$ cat config.mk
export PLATFORM = sky130hd
export DESIGN_NAME = writeback_stage
export DESIGN_NICKNAME = d
export VERILOG_FILES = /design/src/rtl/writeback_stage.sv
export SDC_FILE = /design/constraint.sdc
export NUM_CORES = 1
export LEC_CHECK = 0
export CELL_PAD_IN_SITES_DETAIL_PLACEMENT = 2
export CELL_PAD_IN_SITES_GLOBAL_PLACEMENT = 2
export CORE_UTILIZATION = 26
export CTS_CLUSTER_DIAMETER = 100
export DETAILED_ROUTE_END_ITERATION = 16
export GPL_TIMING_DRIVEN = 0
export PLACE_DENSITY_LB_ADDON = 0.1
export SKIP_LAST_GASP = 1
export SLEW_MARGIN = 20
export SYNTH_ARGS = -nofsm -noshare
export SYNTH_HDL_FRONTEND = slang
export SYNTH_SLANG_ARGS = --single-unit
$ cat constraint.sdc
create_clock -name clk -period 2.3 [get_ports clk]
set_clock_uncertainty 0.2 [all_clocks]
set_input_delay 0.345 -clock clk [delete_from_list [all_inputs] [get_ports clk]]
set_output_delay 0.345 -clock clk [all_outputs]
set_load 0.005 [all_outputs]
$ cat src/rtl/writeback_stage.sv
// -----------------------------------------------------------------------------
// writeback_stage
//
// Final pipeline stage. It accepts one instruction from the memory stage,
// waits for load data if needed, and produces a single register-file write.
// Load results are extracted (byte/halfword/word, signed/unsigned) from the
// aligned memory word. Misaligned or illegal loads raise load_err instead of
// writing. Every completed instruction bumps retire_count.
//
// Ports
//   clk, reset_n            clock, synchronous active-low reset
//   in_valid / in_ready     handshake with the memory stage
//   in_rd_id, in_reg_write, in_mem_to_reg, in_funct3, in_alu_result
//                           instruction fields captured on acceptance
//   mem_rvalid, mem_rdata   load word returned by data memory
//   write_en, write_id, write_data
//                           register-file write port (id/data zero when idle)
//   load_err                one-cycle pulse for a misaligned/illegal load
//   retire_count            completed-instruction counter (wraps)
// -----------------------------------------------------------------------------
module writeback_stage #(
    parameter int RETIRE_W = 32
) (
    input  logic                clk,
    input  logic                reset_n,
    input  logic                in_valid,
    output logic                in_ready,
    input  logic [4:0]          in_rd_id,
    input  logic                in_reg_write,
    input  logic                in_mem_to_reg,
    input  logic [2:0]          in_funct3,
    input  logic [31:0]         in_alu_result,
    input  logic                mem_rvalid,
    input  logic [31:0]         mem_rdata,
    output logic                write_en,
    output logic [4:0]          write_id,
    output logic [31:0]         write_data,
    output logic                load_err,
    output logic [RETIRE_W-1:0] retire_count
);

    typedef enum logic [1:0] {
        IDLE,
        WAIT_MEM,
        WRITE
    } state_t;

    state_t state, state_nx;

    logic [4:0]          rd_id_q;
    logic                reg_write_q;
    logic                mem_to_reg_q;
    logic [2:0]          funct3_q;
    logic [31:0]         alu_result_q;
    logic [31:0]         mem_word_q;
    logic [RETIRE_W-1:0] retire_q;

    logic                accept;
    logic [1:0]          offset;
    logic [31:0]         byte_shifted;
    logic [7:0]          load_byte;
    logic [15:0]         load_half;
    logic [31:0]         load_value;
    logic                misaligned;
    logic [31:0]         result;

    // ---------------------------------------------------------------- control
    // in_ready depends only on state, so upstream never sees a comb loop.
    assign in_ready = (state != WAIT_MEM);
    assign accept   = in_valid && in_ready;

    // NOTE: every signal assigned in an always_comb gets a default on entry;
    // a path that leaves one unassigned would infer a latch.
    always_comb begin
        state_nx = state;
        case (state)
            IDLE: begin
                if (accept) state_nx = in_mem_to_reg ? WAIT_MEM : WRITE;
            end
            WAIT_MEM: begin
                if (mem_rvalid) state_nx = WRITE;
            end
            WRITE: begin
                if (accept) state_nx = in_mem_to_reg ? WAIT_MEM : WRITE;
                else        state_nx = IDLE;
            end
            default: state_nx = IDLE;
        endcase
    end

    // NOTE: state registers use non-blocking assignments so every flop samples
    // the pre-edge values regardless of statement order.
    always_ff @(posedge clk) begin
        if (!reset_n) begin
            state        <= IDLE;
            rd_id_q      <= '0;
            reg_write_q  <= 1'b0;
            mem_to_reg_q <= 1'b0;
            funct3_q     <= '0;
            alu_result_q <= '0;
            mem_word_q   <= '0;
            retire_q     <= '0;
        end else begin
            state <= state_nx;
            if (accept) begin
                rd_id_q      <= in_rd_id;
                reg_write_q  <= in_reg_write;
                mem_to_reg_q <= in_mem_to_reg;
                funct3_q     <= in_funct3;
                alu_result_q <= in_alu_result;
            end
            // Load data is only meaningful while a load is outstanding.
            if (state == WAIT_MEM && mem_rvalid) mem_word_q <= mem_rdata;
            // Count at the edge that closes each WRITE cycle, suppressed or not.
            if (state == WRITE) retire_q <= retire_q + RETIRE_W'(1);
        end
    end

    // --------------------------------------------------------------- datapath
    assign offset       = alu_result_q[1:0];
    assign byte_shifted = mem_word_q >> {offset, 3'b000};
    assign load_byte    = byte_shifted[7:0];
    assign load_half    = offset[1] ? mem_word_q[31:16] : mem_word_q[15:0];

    always_comb begin
        load_value = '0;
        misaligned = 1'b0;
        case (funct3_q)
            3'b000: load_value = {{24{load_byte[7]}}, load_byte};
            3'b100: load_value = {24'h0, load_byte};
            3'b001: begin
                load_value = {{16{load_half[15]}}, load_half};
                misaligned = offset[0];
            end
            3'b101: begin
                load_value = {16'h0, load_half};
                misaligned = offset[0];
            end
            3'b010: begin
                load_value = mem_word_q;
                misaligned = (offset != 2'b00);
            end
            default: misaligned = 1'b1;   // 011/110/111 are not loads
        endcase
    end

    assign result   = mem_to_reg_q ? load_value : alu_result_q;
    assign load_err = (state == WRITE) && mem_to_reg_q && misaligned;
    assign write_en = (state == WRITE) && reg_write_q && (rd_id_q != 5'd0) && !load_err;

    // Idle write port is driven to zero so downstream never sees stale data.
    assign write_id     = write_en ? rd_id_q : 5'd0;
    assign write_data   = write_en ? result  : 32'd0;
    assign retire_count = retire_q;

endmodule

==> flow_metrics.env, run 1 <==
export IMPL_outcome="finished with violations"
export IMPL_violations="negative setup slack"
export IMPL_rr_worst_depth=5
export IMPL_pwr_share_comb=0.157
export IMPL_power_density_mw_per_mm2=523
export IMPL_synth_ff_type="dfxtp_1"
export IMPL_dr_first_iter_drc_count=192
export IMPL_crit_chain="buf_12 -> mux2i_2 -> mux2i_1 -> a222oi_1 -> nor2_1 -> buf_2"
export IMPL_drtAntennaViolNets=0
export IMPL_ys_top_cells_by_area="dfxtp_1 (41%), nand2_1 (12%), a21oi_1 (11%)"
export IMPL_grt_max_degree=17
export IMPL_fin_cells=1152
export IMPL_place_inst=1103
export IMPL_fmax_ghz=0.376
export IMPL_swShare=0.267
export IMPL_hpwl_mm=16.6
export IMPL_cts_buffers=9
export IMPL_synthesis_nets=768
export IMPL_total_power_mw=4.44
export IMPL_ys_seq_area_frac=0.414
export IMPL_htree_levels=3
export IMPL_drt_met1_wl_mm=10.9
export IMPL_die_height_um=144
export IMPL_ioPinCount=150
export IMPL_grt_usage=0.236
export IMPL_path_max_fanout=5
export IMPL_top_layer="met4"
export IMPL_clock_path_buffers=2
export IMPL_syn2layout_area_growth_pct=62.7
export IMPL_cap_violations=0
export IMPL_overflow=0
export IMPL_hold_class="reg2reg"
export IMPL_drc=0
export IMPL_synthDistinctLibCells=50
export IMPL_crit_path_start_kind="flip-flop"
export IMPL_r2r_end="retire_count[20]"
export IMPL_grt_pass1_vias=6436
export IMPL_fin_nets=961
export IMPL_worstPathArrival_ps=2110
export IMPL_die_w_um=144
export IMPL_die_area_mm2=0.0206
export IMPL_rsz0062_at_grt="true"
export IMPL_worst_slack_ps=-359
export IMPL_tightest_slew_ps=644
export IMPL_hold_depth=2
export IMPL_clkLatencyLatePin_ps=360
export IMPL_hold_ws_ps=257
export IMPL_wl_per_cell_um=21.1
export IMPL_holdBufCountCts=0
export IMPL_antenna_found_initial=1
export IMPL_async_flop_share=0
export IMPL_synth_area_leader_cell="dfxtp_1"
export IMPL_endpoint_kind="primary output"
export IMPL_synth_warning_count=0
export IMPL_root_buffer="clkbuf_16"
export IMPL_cts_sinks=108
export IMPL_clkTransAtPathRegs_ps=70
export IMPL_met3_length_um=824
export IMPL_gp_congestion=0.799
export IMPL_synth_edf_count=0
export IMPL_worstHoldEndpoint="alu_result_q[15]"
export IMPL_routed_wl_mm=24.3
export IMPL_setup_violations=38
export IMPL_first_pass_iters=4
export IMPL_synthTopCellsByCount="nand2_1 (165), a21oi_1 (112), dfxtp_1 (108)"
export IMPL_rows=51
export IMPL_fin_util=0.433
export IMPL_tritoncts="done"
export IMPL_synth_top_area_share=0.414
export IMPL_period_needed_ps=2660
export IMPL_fin_setup_tns_ps=-8740
export IMPL_maxSlewViolCount=0
export IMPL_viasPerCell=5.12
export IMPL_avgSynthCellArea_um2=7.57
export IMPL_clkPwrFrac=0.395
export IMPL_rrSetupSlack_ps=60
export IMPL_worstSetupPathType="reg2out"
export IMPL_worstPathRequired_ps=1750
export IMPL_worstReg2RegStart="state[0]"
export IMPL_cpMaxStageDelayCell="a222oi_1"
export IMPL_p_seq_frac=0.448
export IMPL_slew_headroom=0.571
export IMPL_grt_pass1_wl_mm=36.5
export IMPL_fin_crit_sh=1.16
export IMPL_start_util=0.266
export IMPL_finalHoldViolCount=0
export IMPL_postSynthCellCount=689
export IMPL_wl_met2_mm=11.9
export IMPL_power_leakage_nw=3.07
export IMPL_ir_drop_mv=0.360
export IMPL_hp_start="alu_result_q[15]"
export IMPL_io_buffer_count=149
export IMPL_dr_total_vias=5896
export IMPL_syn_cell_area_mm2=0.00522
export IMPL_switchingPower_mw=1.19
export IMPL_slowest_delay_ps=550
export IMPL_drive_gt1_frac=0.274
export IMPL_yosysMostFrequentCell="nand2_1"
export IMPL_ys_seq_elements=108
export IMPL_core_area_mm2=0.0196
export IMPL_p_int_mw=3.26
worst max path at each step:
stage / startpoint / end / slack [ps] / cells past startpoint
4_1_cts: funct3_q[0] / write_data[13] / -300 / 8
3_3_place_gp: alu_result_q[1] / write_data[15] / -1260 / 7
5_1_grt: funct3_q[0] / write_data[12] / -410 / 7
2_1_floorplan: alu_result_q[1] / write_data[10] / 40 / 6
6_report: alu_result_q[1] / write_data[7] / -360 / 6
3_5_place_dp: alu_result_q[1] / write_data[15] / -1310 / 7
cell type report:
cell class / count / area (um^2)
clock buffer: 11 / 253
timing repair buffer: 187 / 1730
multi-input combinational: 507 / 3460
sequential: 108 / 2220
fill: 2128 / 11100
antenna: 1 / 2.50
buffer: 48 / 333
tap: 265 / 332
inverter: 21 / 78.8
clock inverter: 4 / 72.6
power by group through the flow:
stage	sequential, mW	clock, mW	combinational [mW]
6_report	1.99	1.76	0.700
3_3_place_gp	2.02	0	0.479
3_5_place_dp	2.03	0	0.502
2_1_floorplan	2.00	0	0.256
4_1_cts	1.99	1.78	0.646
5_1_grt	2.00	1.85	0.750
registers in the layout, indices dropped and copies added, names as in the netlist:
signal	flops
retire_count	32
mem_word_q	32
alu_result_q	32
rd_id_q	5
mem_to_reg_q	1
state	2
reg_write_q	1
funct3_q	3
worst max-delay path: cells and delay by family (launching register included):
kind            cells  cell delay [ps]
compound gates      1              550
buf+inv             2              280
flops               1              390
simple gates        1               90
mux                 2              450
placed cells by master (no fill, tap or decap), types with 4 or more instances in the layout:
cell type	Yosys	layout
or3_1	6	5
nand4_1	4	4
nor3_1	19	5
a211oi_2	0	6
nand2_1	165	162
clkdlybuf4s50_1	0	110
inv_1	20	18
nand3_1	9	8
clkbuf_8	0	5
nor2_1	32	30
o21ai_0	7	6
xnor2_1	6	6
buf_4	0	20
dfxtp_2	0	16
clkbuf_1	48	24
nor2b_1	16	16
o31ai_1	17	9
dfxtp_1	108	81
a22oi_1	16	14
o31ai_2	0	7
clkbuf_16	0	12
or4_1	17	16
mux2i_1	11	9
buf_2	1	36
a21oi_1	112	93
buf_6	2	25
nor3_4	0	14
dfxtp_4	0	11
or4_4	3	4
a211oi_4	0	6
clkbuf_2	0	5
a21oi_2	0	17
a21o_1	7	7
and3_4	0	5
logic make-up (layout without fill, tap and decap cells):
logic type,after synthesis,after routing,share of synthesized area
mux,12,12,0.0254
buf+inv,74,271,0.0563
xor+xnor,9,9,0.0151
flops,108,108,0.414
compound gates,189,189,0.217
fa+ha+maj,1,1,0.00240
other cells,0,1,0
simple gates,296,296,0.269
timing repair:
action                                  in CTS  in global routing
pin swaps                                   38                 21
endpoints found under the setup margin      62                107
gates resized for setup                    324                 82
setup buffers                               33                  7
cloned                                       2                  1
layer usage:
layer,vias up,track usage
met5,-,0
li1,2784,-
met4,0,0.0980
met2,138,0.398
met3,41,0.0400
met1,2933,0.297
through the flow:
step | setup WS, ps | area, um^2
4_1_cts | -297 | 8180
3_5_place_dp | -1310 | 7040
5_1_grt | -407 | 8490
3_3_place_gp | -1260 | 7040
2_1_floorplan | 35.9 | 5220
6_report | -359 | 8490
(Power assumes the default switching activity.)
==> inputs of run 2 (changes only) <==
--- a/config.mk
+++ b/config.mk
@@ -11,6 +11,7 @@
 export CTS_CLUSTER_DIAMETER = 100
 export DETAILED_ROUTE_END_ITERATION = 16
 export GPL_TIMING_DRIVEN = 0
+export MAX_ROUTING_LAYER = met4
 export PLACE_DENSITY_LB_ADDON = 0.1
 export SKIP_LAST_GASP = 1
 export SLEW_MARGIN = 20
==> run 2 against run 1 <==
Net effect:
- the run still ends with negative setup slack left
- non-clock buffer count decreased by 1
- sequential power about the same
- sequential share of layout area increased by 0.24 points
- clock power about the same
- global-route usage increased by 0.75 points
- via count decreased by 0.17%
- maximum frequency decreased by 1.5%
- hold slack got worse by 4.1 ps
- critical path depth unchanged
- routed wire length increased by 0.17%
- worst setup slack got worse by 40 ps
- cell count about the same
- critical path type unchanged
- largest power group unchanged
==> flow_metrics.env, run 2 (synthesis gave the netlist of run 1 again) <==
export IMPL_clkLatencyLatePin_ps=350
export IMPL_rows=51
export IMPL_power_leakage_nw=3.06
export IMPL_critical_path_top_delay_family="compound AO/OA/AOI/OAI gates"
export IMPL_drtAntennaViolNets=0
export IMPL_ioPinCount=150
export IMPL_grt_pass1_wl_mm=36.6
export IMPL_grt_max_degree=17
export IMPL_ir_drop_mv=0.351
export IMPL_endpoint_kind="primary output"
export IMPL_swShare=0.265
export IMPL_first_pass_iters=6
export IMPL_worstPathArrival_ps=2150
export IMPL_violations="negative setup slack"
export IMPL_worstHoldEndpoint="alu_result_q[11]"
export IMPL_crit_chain="buf_12 -> mux2i_2 -> mux2i_1 -> a222oi_1 -> nor2_1 -> buf_2"
export IMPL_mostFrequentLayoutCell="nand2_1"
export IMPL_nFillCells=2142
export IMPL_gp_congestion=0.811
export IMPL_worst_slack_ps=-399
export IMPL_crit_path_start_kind="flip-flop"
export IMPL_hpwl_mm=16.6
export IMPL_clkTransAtPathRegs_ps=70
export IMPL_hp_start="alu_result_q[11]"
export IMPL_multi_input_area_mm2=0.00340
export IMPL_outcome="finished with violations"
export IMPL_path_max_fanout=5
export IMPL_r2r_end="retire_count[20]"
export IMPL_tightest_slew_ps=658
export IMPL_setup_violations=38
export IMPL_grt_usage=0.244
export IMPL_worstSetupPathType="reg2out"
export IMPL_die_height_um=144
export IMPL_die_w_um=144
export IMPL_finalHoldViolCount=0
export IMPL_p_seq_frac=0.449
export IMPL_root_buffer="clkbuf_16"
export IMPL_holdBufCountCts=0
export IMPL_pwr_share_comb=0.155
export IMPL_final_cell_mix="nand2_1 (162), clkdlybuf4s50_1 (110), a21oi_1 (93), dfxtp_1 (82), buf_2 (36)"
export IMPL_hold_ws_ps=253
export IMPL_antenna_found_initial=1
export IMPL_tritoncts="done"
export IMPL_wl_per_cell_um=21.2
export IMPL_grt_pass1_vias=6430
export IMPL_drc=0
export IMPL_switchingPower_mw=1.17
export IMPL_fmax_ghz=0.370
export IMPL_cts_buffers=9
export IMPL_rsz0062_at_grt="true"
export IMPL_power_density_mw_per_mm2=526
export IMPL_clock_path_buffers=2
export IMPL_fin_crit_sh=1.17
export IMPL_clkPwrFrac=0.396
export IMPL_hold_depth=2
export IMPL_dr_first_iter_drc_count=229
export IMPL_start_util=0.266
export IMPL_cts_sinks=108
export IMPL_syn2layout_area_growth_pct=61.1
export IMPL_worstPathRequired_ps=1750
export IMPL_rr_worst_depth=5
export IMPL_period_needed_ps=2700
export IMPL_viasPerCell=5.11
export IMPL_cp_num_buf_inv=2
export IMPL_seq_area_mm2=0.00222
export IMPL_htree_levels=3
export IMPL_routed_wl_mm=24.3
export IMPL_preCtsSetupSlack_ps=-1310
export IMPL_maxSlewViolCount=0
export IMPL_dr_total_vias=5886
export IMPL_io_buffer_count=149
export IMPL_die_area_mm2=0.0206
export IMPL_slowest_delay_ps=540
export IMPL_overflow=0
export IMPL_cap_violations=0
export IMPL_rrSetupSlack_ps=60
export IMPL_p_int_mw=3.25
export IMPL_worstReg2RegStart="state[0]"
export IMPL_drive_gt1_frac=0.270
export IMPL_hold_class="reg2reg"
export IMPL_core_area_mm2=0.0196
export IMPL_cpMaxStageDelayCell="a222oi_1"
export IMPL_slew_headroom=0.561
export IMPL_fin_nets=960
## run 2: cell types whose count changed in the layout (fill, tap and decap cells not counted), sizes merged
cell / change
buf: -1
## run 2: what timing repair did
action,4_1_cts,5_1_grt
endpoints found under the setup margin,62,107
setup buffers,33,6
gates cloned,2,1
gates resized for setup,324,70
pin swaps,38,18
## run 2: per-layer routing
metal	vias to the layer above	global-route usage	routed length, um
met5	-	-	0
met4	0	0.0980	618
met2	150	0.397	12000
li1	2786	-	-
met3	37	0.0397	1090
met1	2913	0.300	10700
## run 2: cell type report
cell class,count,share of cell area
antenna,1,0.000298
buffer,48,0.0391
clock buffer,11,0.0301
clock inverter,4,0.00863
inverter,21,0.00937
multi-input combinational,507,0.404
sequential,108,0.264
tap,265,0.0394
timing repair buffer,186,0.204
## run 2: tightest hold or removal path, cell delays in order (launching register included)
cell	delay, ps
dfxtp_1	310
nand2_1	50
a21oi_1	50
## run 2: power by group through the flow
stage / clock, mW / sequential (mW) / combinational (mW)
after detailed placement: 0 / 2.03 / 0.502
final: 1.75 / 1.99 / 0.684
after CTS: 1.78 / 1.99 / 0.646
after floorplan: 0 / 2.00 / 0.256
after global routing: 1.85 / 1.99 / 0.736
after global placement: 0 / 2.02 / 0.479
## run 2: per-stage QoR
| step | area, um^2 | total power, mW | cells | utilization | TNS [ps] |
|---|---|---|---|---|---|
| 6_report | 8410 | 4.43 | 1151 | 0.429 | -9020 |
| 4_1_cts | 8180 | 4.42 | 1147 | 0.418 | -8500 |
| 3_3_place_gp | 7040 | 2.50 | 1103 | 0.359 | -43730 |
| 3_5_place_dp | 7040 | 2.53 | 1103 | 0.359 | -49850 |
| 2_1_floorplan | 5220 | 2.26 | 689 | - | 0 |
| 5_1_grt | 8410 | 4.59 | 1151 | 0.429 | -10970 |
## run 2: worst max-delay path by stage
| stage | startpoint | cells past startpoint | slack [ps] | end |
|---|---|---|---|---|
| floorplan | alu_result_q[1] | 6 | 40 | write_data[10] |
| global placement | alu_result_q[1] | 7 | -1260 | write_data[15] |
| detailed placement | alu_result_q[1] | 7 | -1310 | write_data[15] |
| CTS | funct3_q[0] | 8 | -300 | write_data[13] |
| global route | funct3_q[0] | 7 | -440 | write_data[12] |
| finish | alu_result_q[1] | 6 | -400 | write_data[7] |
